`src/rtl/floatli_pkg.sv`:
```
// Shared constants, width helpers and payload types for the floatli exponent
// normaliser pipeline.
package floatli_pkg;

    localparam int FL_EXP_WIDTH = 11;
    localparam int FL_MAN_WIDTH = 52;
    localparam int FL_TAG_WIDTH = 1;
    localparam int FL_INT_WIDTH = FL_EXP_WIDTH + 3;

    function automatic int bias(input int exp_width);
        return (32'sd1 <<< (exp_width - 32'sd1)) - 32'sd1;
    endfunction

    function automatic int sum_width(input int exp_width);
        return exp_width + 32'sd2;
    endfunction

    function automatic int int_width(input int exp_width);
        return exp_width + 32'sd3;
    endfunction

    function automatic int shift_width(input int man_width);
        return $clog2(32'sd2 * man_width + 32'sd3);
    endfunction

    function automatic int adj_width(input int man_width);
        return shift_width(man_width) + 32'sd1;
    endfunction

    // Largest useful right shift: the full product width.
    function automatic int max_shift(input int man_width);
        return 32'sd2 * man_width + 32'sd2;
    endfunction

    typedef struct packed {
        logic [FL_INT_WIDTH-1:0] e;
        logic [FL_TAG_WIDTH-1:0] tag;
    } s1_payload_t;

endpackage

```
`src/rtl/floatli_pipe_reg.sv`:
```
// Valid/ready register slice with synchronous flush; one per pipeline stage.
// The valid bit is the only control state, data loads only on acceptance.
module floatli_pipe_reg #(
    parameter int WIDTH = 1
) (
    input  logic             clk,
    input  logic             rst_n,
    input  logic             flush,
    input  logic             in_valid,
    output logic             in_ready,
    input  logic [WIDTH-1:0] in_data,
    output logic             out_valid,
    input  logic             out_ready,
    output logic [WIDTH-1:0] out_data
);

    logic             valid_r;
    logic [WIDTH-1:0] data_r;
    logic             in_ready_s;
    logic             accept_s;

    // Slice can take data when empty or when its content leaves this cycle.
    always_comb begin
        in_ready_s = 1'b0;
        accept_s   = 1'b0;
        if (flush) begin
            in_ready_s = 1'b0;
        end else begin
            in_ready_s = !valid_r || out_ready;
        end
        accept_s = in_valid && in_ready_s;
    end

    // Valid bit: flush wins, then new data, then drain.
    always_ff @(posedge clk or negedge rst_n) begin
        if (!rst_n) begin
            valid_r <= 1'b0;
        end else if (flush) begin
            valid_r <= 1'b0;
        end else if (accept_s) begin
            valid_r <= 1'b1;
        end else if (out_ready) begin
            valid_r <= 1'b0;
        end else begin
            valid_r <= valid_r;
        end
    end

    // Data register holds unless a transfer is accepted.
    always_ff @(posedge clk or negedge rst_n) begin
        if (!rst_n) begin
            data_r <= {WIDTH{1'b0}};
        end else if (accept_s) begin
            data_r <= in_data;
        end else begin
            data_r <= data_r;
        end
    end

    assign in_ready  = in_ready_s;
    assign out_valid = valid_r;
    assign out_data  = data_r;

endmodule

```
`src/rtl/floatli_exp_normalizer.sv`:
```
// Two-stage exponent normaliser: unbias + normalisation adjust, then classify
// into normal / overflow / tiny with a saturated denormalisation shift.
module floatli_exp_normalizer
    import floatli_pkg::*;
#(
    parameter int EXP_WIDTH = FL_EXP_WIDTH,
    parameter int MAN_WIDTH = FL_MAN_WIDTH,
    parameter int TAG_WIDTH = FL_TAG_WIDTH
) (
    input  logic                                clk_i,
    input  logic                                rst_ni,
    input  logic                                flush_i,
    input  logic                                in_valid_i,
    output logic                                in_ready_o,
    input  logic [sum_width(EXP_WIDTH)-1:0]     exp_sum_i,
    input  logic [adj_width(MAN_WIDTH)-1:0]     norm_adj_i,
    input  logic [TAG_WIDTH-1:0]                tag_i,
    output logic                                out_valid_o,
    input  logic                                out_ready_i,
    output logic [EXP_WIDTH-1:0]                exp_o,
    output logic [shift_width(MAN_WIDTH)-1:0]   denorm_shift_o,
    output logic                                overflow_o,
    output logic                                tiny_o,
    output logic [TAG_WIDTH-1:0]                tag_o,
    output logic                                busy_o
);

    localparam int SUM_WIDTH   = sum_width(EXP_WIDTH);
    localparam int INT_WIDTH   = int_width(EXP_WIDTH);
    localparam int SHIFT_WIDTH = shift_width(MAN_WIDTH);
    localparam int ADJ_WIDTH   = adj_width(MAN_WIDTH);
    localparam int S2_WIDTH    = EXP_WIDTH + SHIFT_WIDTH + 2 + TAG_WIDTH;

    localparam logic [INT_WIDTH-1:0] BIAS_C = INT_WIDTH'(bias(EXP_WIDTH));
    localparam logic [INT_WIDTH-1:0] ONE_C  = INT_WIDTH'(1);
    localparam logic [INT_WIDTH-1:0] MAX_C  = INT_WIDTH'((1 << EXP_WIDTH) - 1);
    localparam logic [INT_WIDTH-1:0] SAT_C  = INT_WIDTH'(max_shift(MAN_WIDTH));

    s1_payload_t             s1_in_s;
    s1_payload_t             s1_out_s;
    logic                    s1_valid_s;
    logic                    s2_ready_s;
    logic [INT_WIDTH-1:0]    adj_ext_s;
    logic [INT_WIDTH-1:0]    e_s;
    logic [INT_WIDTH-1:0]    diff_s;
    logic [EXP_WIDTH-1:0]    cls_exp_s;
    logic [SHIFT_WIDTH-1:0]  cls_shift_s;
    logic                    cls_ovf_s;
    logic                    cls_tiny_s;
    logic [S2_WIDTH-1:0]     s2_in_s;
    logic [S2_WIDTH-1:0]     s2_out_s;
    logic                    s2_valid_s;

    // Stage-1 arithmetic: modular INT_WIDTH sum read back as two's complement.
    always_comb begin
        adj_ext_s = {{(INT_WIDTH-ADJ_WIDTH){norm_adj_i[ADJ_WIDTH-1]}}, norm_adj_i};
        e_s       = {{(INT_WIDTH-SUM_WIDTH){1'b0}}, exp_sum_i} - BIAS_C + adj_ext_s;
        s1_in_s.e   = e_s;
        s1_in_s.tag = tag_i;
    end

    floatli_pipe_reg #(
        .WIDTH ($bits(s1_payload_t))
    ) u_stage1 (
        .clk       (clk_i),
        .rst_n     (rst_ni),
        .flush     (flush_i),
        .in_valid  (in_valid_i),
        .in_ready  (in_ready_o),
        .in_data   (s1_in_s),
        .out_valid (s1_valid_s),
        .out_ready (s2_ready_s),
        .out_data  (s1_out_s)
    );

    // Classification is done ahead of the stage-2 register so outputs are flops.
    always_comb begin
        cls_exp_s   = {EXP_WIDTH{1'b0}};
        cls_shift_s = {SHIFT_WIDTH{1'b0}};
        cls_ovf_s   = 1'b0;
        cls_tiny_s  = 1'b0;
        diff_s      = ONE_C - s1_out_s.e;
        if (!s1_out_s.e[INT_WIDTH-1] && (s1_out_s.e >= MAX_C)) begin
            cls_ovf_s = 1'b1;
            cls_exp_s = {EXP_WIDTH{1'b1}};
        end else if (s1_out_s.e[INT_WIDTH-1] || (s1_out_s.e == {INT_WIDTH{1'b0}})) begin
            cls_tiny_s = 1'b1;
            if (diff_s > SAT_C) begin
                cls_shift_s = SAT_C[SHIFT_WIDTH-1:0];
            end else begin
                cls_shift_s = diff_s[SHIFT_WIDTH-1:0];
            end
        end else begin
            cls_exp_s = s1_out_s.e[EXP_WIDTH-1:0];
        end
        s2_in_s = {cls_exp_s, cls_shift_s, cls_ovf_s, cls_tiny_s, s1_out_s.tag};
    end

    floatli_pipe_reg #(
        .WIDTH (S2_WIDTH)
    ) u_stage2 (
        .clk       (clk_i),
        .rst_n     (rst_ni),
        .flush     (flush_i),
        .in_valid  (s1_valid_s),
        .in_ready  (s2_ready_s),
        .in_data   (s2_in_s),
        .out_valid (s2_valid_s),
        .out_ready (out_ready_i),
        .out_data  (s2_out_s)
    );

    assign {exp_o, denorm_shift_o, overflow_o, tiny_o, tag_o} = s2_out_s;
    assign out_valid_o = s2_valid_s;
    assign busy_o      = s1_valid_s | s2_valid_s;

endmodule
```
`config.mk`:
```
export PLATFORM = sky130hd
export DESIGN_NAME = floatli_exp_normalizer
export DESIGN_NICKNAME = d
export VERILOG_FILES = /design/src/rtl/floatli_pkg.sv /design/src/rtl/floatli_pipe_reg.sv /design/src/rtl/floatli_exp_normalizer.sv
export SDC_FILE = /design/constraint.sdc
export NUM_CORES = 1
export LEC_CHECK = 0
export ABC_AREA = 1
export CAP_MARGIN = 5
export CORE_MARGIN = 1
export CORE_UTILIZATION = 53
export DETAILED_ROUTE_END_ITERATION = 10
export GPL_TIMING_DRIVEN = 0
export PLACE_DENSITY = 0.89
export SLEW_MARGIN = 20
export SYNTH_ARGS = -nofsm -noshare
export SYNTH_HDL_FRONTEND = slang
export SYNTH_SLANG_ARGS = --single-unit
```
`constraint.sdc`:
```
create_clock -name clk_i -period 2.1 [get_ports clk_i]
set_input_delay 0.21 -clock clk_i [delete_from_list [all_inputs] [get_ports clk_i]]
set_output_delay 0.21 -clock clk_i [all_outputs]
set_load 0.01 [all_outputs]
```
Word level (Yosys, flattened, before mapping):

Index checks and enable logic that the tools add are counted.
Widths: inputs -> output; s select.

* bits in read-only memories: 0
* flip-flop bits (word level): 38
* memory bits (writable): 0
* bits of input ports: 27
* bits in latches: 0
* logic and storage cells: 38
* output and inout port bits: 24
* memories kept: 0

* magnitude comparators: 2
* add/subtract/negate cells: 3
* $mul: 0
* mux-type cells: 16
* reduce and logical (&&, ||, !) cells: 12
* shifts and indexed selects: 0
* divide/modulo/power cells: 0
* eq/ne operators: 0
* bitwise operators: 1

Operators by type and width (count)
* $mux 11: 2
* $mux 7: 3
* $add 14x14->14: 1
* $ge 14x11->1 const B: 1
* $gt 14x7->1 const B: 1
* $logic_not 14->1: 1
* $sub 1x14->14 const A: 1
* $sub 13x10->14 const B: 1
* $mux 1: 11
* $reduce_bool 3->1: 2
* $logic_and 1x1->1: 3
* $logic_not 1->1: 3
* $logic_or 1x1->1: 3
* $or 1x1->1: 1

Depth between registers and ports, before layout:

Gate-level depths: netlist of the first run.

* depth after elaboration: 8
* depth in mapped cells: 15
* gate-level depth less buffers: 15

Hierarchy:

From an unflattened synthesis of the first run, not the netlist that was laid out.

* cells, all modules: 391
* area, all modules: 2927.8 µm²

Modules (own cells, without submodules)
* floatli_exp_normalizer: times used 1, area an instance 1307.5 µm², cells each 218, sequential area each 0.0 µm²
* floatli_pipe_reg (u_stage2): times used 1, area an instance 922.1 µm², cells each 100, sequential area each 550.5 µm²
* floatli_pipe_reg (u_stage1): times used 1, area an instance 698.2 µm², cells each 73, sequential area each 400.4 µm²

Least setup slack after synthesis of the first run:

OpenSTA, ideal clock, no wires.

* kind: input -> register
* start point: in exp_sum_i[1]
* end point: reg u_stage1.data_r[14], in the netlist u_stage1.out_data[14]
* buffers on the path: 0
* data arrival time: 1.755 ns
* library setup time: 0.123 ns
* stages: 12
* setup slack: 0.222 ns
* required time: 1.977 ns
* path through: ha_1 ha_1 inv_1 fa_1 inv_1 nand3_1 nand2_1 nand3_1 nand3_1 nor2_1 o21ai_0 nand2_1

* word-level cells in the longest chain between the ends: 2

RTL lines
* start, declared: RTL line floatli_exp_normalizer.sv:15 `input logic [sum_width(EXP_WIDTH)-1:0] exp_sum_i,`
* $sub 13x10->14: RTL line floatli_exp_normalizer.sv:57 `e_s = {{(INT_WIDTH-SUM_WIDTH){1'b0}}, exp_sum_i} - BIAS_C + adj_ext_s;`
* $add 14x14->14: RTL line floatli_exp_normalizer.sv:57
* end signal, assigned: RTL line floatli_pipe_reg.sv:52 `data_r <= {WIDTH{1'b0}};`
* end signal, assigned: RTL line floatli_pipe_reg.sv:54 `data_r <= in_data;`
* end signal, assigned: RTL line floatli_pipe_reg.sv:56 `data_r <= data_r;`
* end, declared: RTL line floatli_pipe_reg.sv:18 `logic [WIDTH-1:0] data_r;`

Every way passes these cells.
A chain may end at the register's enable or synchronous reset.

Worst setup path after layout of the first run:

Same ends and word-level chain as after synthesis.

==> run_results.csv, run 1 <==
group,metric,value,unit
cts,ctsRootBufferMaster,"clkbuf_8",
cells_and_area,final_area,3470,µm²
drt,vias,2529,
place,pre_cts_ws,-0.442,ns
grt,grt_use_met1,29.5,%
cts,clk_pin_slew,0.07,ns
drt,drc_errors,0,
grt,gr-usage-met2,46.2,%
setup_path,arrival,2.16,ns
synth,netlist_area,2670,µm²
floorplan,dieArea,5330,µm²
synth,seq_area_frac_synth,35.6,%
pwr,p_clk_share,15.4,%
synth,synth_warnings,0,
cells_and_area,fill_cells,382,
pwr,ir_drop,408,µV
timing,period_share,94.6,%
setup_path,crit_required,2.27,ns
floorplan,core,4790,µm²
timing,holdWs,0.325,ns
synth,synth_top_area_share,35.6,%
grt,antenna_found_initial,0,
place,dp_hpwl,4830,µm
cts,clock_latency,0.29,ns
flow_run,maxCapViolations,0,
timing,worst-slew-pin-transition,0.494,ns
floorplan,row_count,25,
cts,cts.sinks,38,
cells_and_area,layout-drive-gt1-share,13.8,%
place,dp.cells,471,
cts,htreeDepth,2,
timing,period_needed,1.99,ns
grt,grt_pass1_vias,2436,
timing,max_freq,503,MHz
pwr,leakagePower,0.00164,µW
pwr,power_density,863,nW/µm²
pwr,sequentialPowerShare,37.9,%
drt,drt_iter0_drc,144,
drt,totalWireLength,6080,µm
drt,wl_per_cell,12.6,µm
cells_and_area,multi_input_area,1600,µm²
timing,fin_skew,0.00994,ns
cts,max-clock-path-buffers,2,
synth,synthTopCellsByArea,"dfrtp_1 (36%), ha_1 (13%), nand2_1 (12%)",
setup_path,critPathLaunchType,"input pin",
floorplan,die_x,73.0,µm
floorplan,initial_core_util,55.9,%
timing,fin_ws,0.113,ns
synth,avgSynthCellArea,7.57,µm²
synth,ys_types,30,
floorplan,die_h,73.0,µm
pwr,power.switching,1160,µW
synth,synthCells,353,
setup_path,cp_top_family,"adder cells",
timing,finalSetupTns,0,ns
setup_path,max_stage_delay,0.45,ns
place,port_buffers,50,
synth,syn_nets,408,
drt,viasPerCell,5.26,
cts,cts_buffers,5,
timing,maxSlewHeadroom,67.0,%
cts,cts_tree,"done",
timing,hold_violations,0,
floorplan,ioPinCount,51,
synth,synth_seq_cells,38,
synth,yosysTopAreaCell,"dfrtp_1",
grt,track_usage,25.3,%
setup_path,endpoint_kind,"register",
pwr,comb_power_share,46.7,%
timing,setup_viol,0,
cells_and_area,syn2layout_area_growth,29.7,%
place,dpl-instance-area,3270,µm²
hold_path,worstHoldPathType,"in2async",
cells_and_area,finalNetCount,469,
pwr,p_sw_share,38.7,%
grt,grt_max_degree,29,
timing,rsz0062_at_grt,"yes",
cells_and_area,n_antenna_cell,0,
setup_path,path_cells,"clkdlybuf4s50_1, ha_4, ha_4, inv_2, fa_2, inv_2, nand3_1, nand2_2, nand3_2, nand3_2, nor2_1, o21ai_1, nand2_1",
drt,antenna_left,0,
setup_path,path_class,"in2reg",
grt,grt_pass1_wl,10500,µm
timing,slew_violations,0,
grt,grt_overflow,0,
cells_and_area,regArea,952,µm²
drt,dr.pass1.iters,4,
place,gp_congestion,0.864,
cells_and_area,instances_no_fill,481,
setup_path,critPathSlowestCell,"clkdlybuf4s50_1",
setup_path,critPathMaxFanout,3,
run_status,status,"finished clean",
pwr,p_int,1830,µW
grt,top_usage_layer,"met2",
setup_path,cp_num_buf_inv,3,
grt,grt_use_met3,5.66,%
[worst paths after layout]
path	slack (ns)	endpoint	cells past startpoint	from
max reg2reg	0.20	u_stage2.out_data[8]	11	u_stage1.out_data[3]
max	0.11	u_stage1.out_data[14]	13	exp_sum_i[1]
min	0.33	u_stage2.out_data[0]	2	rst_ni
min reg2reg	0.48	u_stage2.out_data[4]	2	u_stage2.out_data[4]
min in group clk_i	0.47	u_stage1.out_data[0]	3	tag_i
max in group asynchronous	1.35	u_stage1.out_data[12]	3	rst_ni
[cell usage in the layout (no fill, tap or decap), drive strengths merged, types with 2 or more instances in the layout]
| cell | netlist | layout |
|---|---|---|
| ha | 27 | 27 |
| o21ai | 24 | 24 |
| xor2 | 5 | 5 |
| nor3 | 6 | 6 |
| nand4 | 8 | 8 |
| xnor2 | 3 | 3 |
| a21oi | 17 | 17 |
| clkdlybuf4s50 | 0 | 48 |
| o22ai | 10 | 10 |
| nand2 | 87 | 87 |
| buf | 8 | 12 |
| o21bai | 2 | 2 |
| dfrtp | 38 | 38 |
| nand3 | 28 | 28 |
| clkinv | 2 | 4 |
| nor2 | 37 | 37 |
| or2 | 2 | 2 |
| inv | 42 | 42 |
| clkbuf | 1 | 6 |
| o21a | 3 | 3 |
[Yosys cell counts]
master and count:
nand2_1 84, dfrtp_1 38, inv_1 38, nor2_1 30, ha_1 27, nand3_1 25, o21ai_0 19, a21oi_1 17
o22ai_1 10, nand4_1 8, buf_2 7, nor3_1 6, nor2_4 5, o21ai_1 5, xor2_1 5, inv_2 4
nand2_2 3, nand3_2 3, o21a_1 3, xnor2_1 3, nor2_2 2, o21bai_1 2, or2_2 2, a31oi_1 1
buf_4 1, clkbuf_1 1, clkinv_1 1, clkinv_2 1, fa_1 1, o31ai_1 1
[power by group through the flow]
stage | sequential, µW | clock [µW] | combinational [µW]
floorplan | 1170 | 0 | 739
global placement | 1130 | 0 | 1280
detailed placement | 1140 | 0 | 1320
CTS | 1130 | 470 | 1340
global route | 1160 | 497 | 1560
finish | 1130 | 461 | 1400
[through the flow]
step           utilization (%)  total power, µW
6_report                  72.5             2990
5_1_grt                   72.5             3220
4_1_cts                   70.8             2940
3_5_place_dp              68.4             2470
3_3_place_gp              68.1             2420
2_1_floorplan                -             1910
[routing by layer]
| metal | wire length, µm | part of all wire [%] |
|---|---|---|
| met5 | 0 | 0 |
| met4 | 57 | 0.94 |
| met3 | 238 | 3.9 |
| met2 | 3200 | 53 |
| met1 | 2580 | 42 |
[worst reg2reg max path: stages, from the launching register on]
cell,delay [ns]
dfrtp_2,0.47
inv_1,0.09
ha_2,0.23
nand3_4,0.12
nor2_2,0.16
nand2_1,0.08
nor2_1,0.14
nor2_1,0.09
nor2_4,0.18
nand3_1,0.11
nand2_1,0.07
nand2_1,0.05
[sequential cells by signal (all words and copies together) (netlist names)]
register and cells:
u_stage1.out_valid 1, u_stage2.out_valid 1, u_stage1.out_data 15, u_stage2.out_data 21
[logic make-up after synthesis]
group	synth area share, %
AOI/OAI and AO/OA	11.9
xor gates and xnor gates	2.62
and+or+nand+nor	28.5
adders and majority gates	13.4
buffers and inverters	7.95
DFF	35.6
[layout make-up]
cell class / instances / area share [%]
multi-input cells: 262 / 46.1
flip-flops and latches: 38 / 27.5
repair buffers: 54 / 15.7
inverters: 44 / 4.80
well taps: 67 / 2.42
clock buffers: 5 / 1.98
plain buffers: 9 / 1.33
clock inverters: 2 / 0.289
[repair_timing]
item	4_1_cts	5_1_grt
pin swaps	0	4
endpoints found under the setup margin	3	10
buffers inserted	0	2
hold buffers	1	0
resized for setup	7	19
hold endpoints to repair	10	0
No activity file was read; power rests on OpenSTA's default activity.
==> inputs of run 2 (changes only) <==
--- a/config.mk
+++ b/config.mk
@@ -7,11 +7,13 @@
 export LEC_CHECK = 0
 export ABC_AREA = 1
 export CAP_MARGIN = 5
+export CELL_PAD_IN_SITES_DETAIL_PLACEMENT = 1
+export CELL_PAD_IN_SITES_GLOBAL_PLACEMENT = 1
 export CORE_MARGIN = 1
-export CORE_UTILIZATION = 53
+export CORE_UTILIZATION = 38
 export DETAILED_ROUTE_END_ITERATION = 10
 export GPL_TIMING_DRIVEN = 0
-export PLACE_DENSITY = 0.89
+export PLACE_DENSITY = 0.88
 export SLEW_MARGIN = 20
 export SYNTH_ARGS = -nofsm -noshare
 export SYNTH_HDL_FRONTEND = slang
==> run 2 against run 1 <==
Net effect:
- register-to-register slack got worse by 0.03 ns
- combinational power is 4% higher
- final cell count up 7.1%
- fmax decreased by 2.1%
- clock power is 41% higher
- cell area rose by 2.7%
- sequential power about the same
- count of clock-buffer cells in the layout increased by 1
- critical path depth shrank 3
- die area increased by 38%
- first-iteration DRC count shrank 14%
- largest cell class unchanged
- highest routed layer unchanged
==> run_results.csv, run 2 (synthesized netlist as in run 1, its figures left out) <==
group,metric,value,unit
run_status,status,"finished clean",
cells_and_area,final_util,52.4,%
setup_path,cp_num_buf_inv,1,
setup_path,crit_required,2.28,ns
timing,period_share,96.7,%
setup_path,cp_common_cell,"nand3_1",
setup_path,max_stage_delay,0.41,ns
place,port_buffers,50,
drt,viasPerCell,5.23,
drt,antenna_left,0,
setup_path,path_class,"in2reg",
cells_and_area,multi_input_area,1590,µm²
floorplan,dieArea,7380,µm²
setup_path,critPathMaxFanout,4,
drt,totalWireLength,7720,µm
cts,max-clock-path-buffers,2,
cts,htreeDepth,2,
cells_and_area,layout-drive-gt1-share,14.1,%
flow_run,maxCapViolations,0,
cells_and_area,layout_commonest_cell,"nand2_1",
setup_path,endpoint_kind,"register",
floorplan,row_count,30,
setup_path,arrival,2.21,ns
timing,max_freq,492,MHz
pwr,leakagePower,0.00169,µW
drt,drt_iter0_drc,124,
timing,holdWs,0.321,ns
drt,dr.pass1.iters,4,
pwr,ir_drop,308,µV
grt,grt_overflow,0,
hold_path,worstHoldPathType,"in2async",
timing,period_needed,2.03,ns
cells_and_area,instances_no_fill,515,
cells_and_area,final_cell_mix,"nand2_1 (83), clkdlybuf4s50_1 (48), dfrtp_1 (38)",
timing,hold_violations,0,
timing,finalSetupTns,0,ns
cts,cts_buffers,5,
floorplan,die_h,85.9,µm
place,dp.cells,500,
setup_path,critPathSlowestCell,"clkdlybuf4s50_1",
floorplan,die_x,85.9,µm
cells_and_area,regArea,951,µm²
grt,grt_max_degree,27,
timing,slew_violations,0,
timing,worst-slew-pin-transition,0.497,ns
grt,track_usage,22.4,%
cts,clk_pin_slew,0.08,ns
timing,setup_viol,0,
cells_and_area,syn2layout_area_growth,33.3,%
grt,grt_pass1_wl,12900,µm
cells_and_area,largest_reg_flops,21,
grt,grt_pass1_vias,2806,
cts,ctsRootBufferMaster,"clkbuf_8",
cts,clock_latency,0.30,ns
timing,maxSlewHeadroom,66.7,%
place,dp_hpwl,5810,µm
cts,cts_tree,"done",
drt,wl_per_cell,15.0,µm
cells_and_area,n_antenna_cell,0,
cells_and_area,finalNetCount,474,
drt,drc_errors,0,
cts,cts.sinks,38,
drt,vias,2693,
setup_path,cp_top_family,"simple AND/OR/NAND/NOR gates",
setup_path,reg2reg_slack,0.17,ns
pwr,power_density,914,nW/µm²
timing,fin_skew,0.00887,ns
setup_path,path_cells,"clkdlybuf4s50_1, ha_1, ha_1, nand2_1, nor2_1, nand3_1, nand3_1, nand2_1, nand3_1, o21ai_0",
pwr,total_power,3260,µW
setup_path,critPathLaunchType,"input pin",
place,gp_congestion,0.861,
grt,antenna_found_initial,0,
cells_and_area,fill_cells,859,
floorplan,initial_core_util,39.4,%
floorplan,core,6790,µm²
floorplan,ioPinCount,51,
==> run 2: cell count changes in the layout (fill, tap and decap cells not counted), moves of 2 or more <==
cell      delta
inv_2        -2
clkinv_2     -2
ha_1         +2
inv_1        +2
buf_4        +5
ha_4         -2
nor3_4       +2
==> run 2: timing repair <==
item	CTS	global route
resized for setup	9	14
hold buffers	1	0
buffers inserted	2	5
pin swaps	2	6
endpoints found under the setup margin	3	12
endpoints found under the hold margin	12	0
==> run 2: power by group <==
| part | switching (µW) | total (µW) | internal (µW) |
|---|---|---|---|
| sequential | 203 | 1150 | 944 |
| combinational | 784 | 1460 | 676 |
| clock | 269 | 649 | 380 |
==> run 2: stage by stage <==
step           worst slack, ns  cell area (µm²)
4_1_cts              -0.000605             3480
2_1_floorplan            0.222             2670
6_report                0.0695             3560
3_3_place_gp            -0.425             3290
3_5_place_dp            -0.518             3310
5_1_grt                -0.0603             3560
==> run 2: area by class of cell <==
class,count,area share [%]
well taps,96,3.37
repair buffers,59,16.3
clock inverters,1,0.843
plain buffers,9,1.30
multi-input cells,262,44.5
flip-flops and latches,38,26.7
inverters,44,4.67
clock buffers,6,2.32
==> run 2: worst paths after layout <==
path | start | end | cells past startpoint
setup reg to reg | u_stage1.out_data[3] | u_stage2.out_data[9] | 11
max in group asynchronous | rst_ni | u_stage1.out_data[11] | 3
min in group clk_i | tag_i | u_stage1.out_data[0] | 3
hold / removal | rst_ni | u_stage2.out_data[0] | 2
hold reg to reg | u_stage2.out_data[5] | u_stage2.out_data[5] | 2
setup / recovery | exp_sum_i[9] | u_stage1.out_data[12] | 10
==> run 2: metal layers <==
layer / wire, µm / vias up / global-route usage (%)
li1: - / 1294 / -
met1: 3070 / 1312 / 24.9
met2: 4210 / 67 / 42.5
met3: 211 / 20 / 3.66
met4: 232 / 0 / 8.18
met5: 0 / - / 0
==> inputs of run 3 (changes only) <==
--- a/config.mk
+++ b/config.mk
@@ -6,6 +6,7 @@
 export NUM_CORES = 1
 export LEC_CHECK = 0
 export ABC_AREA = 1
+export ABC_CLOCK_PERIOD_IN_PS = 2100
 export CAP_MARGIN = 5
 export CELL_PAD_IN_SITES_DETAIL_PLACEMENT = 1
 export CELL_PAD_IN_SITES_GLOBAL_PLACEMENT = 1
==> results of run 3 <==
The final DEF is identical to that of run 2; final timing and power are the same.
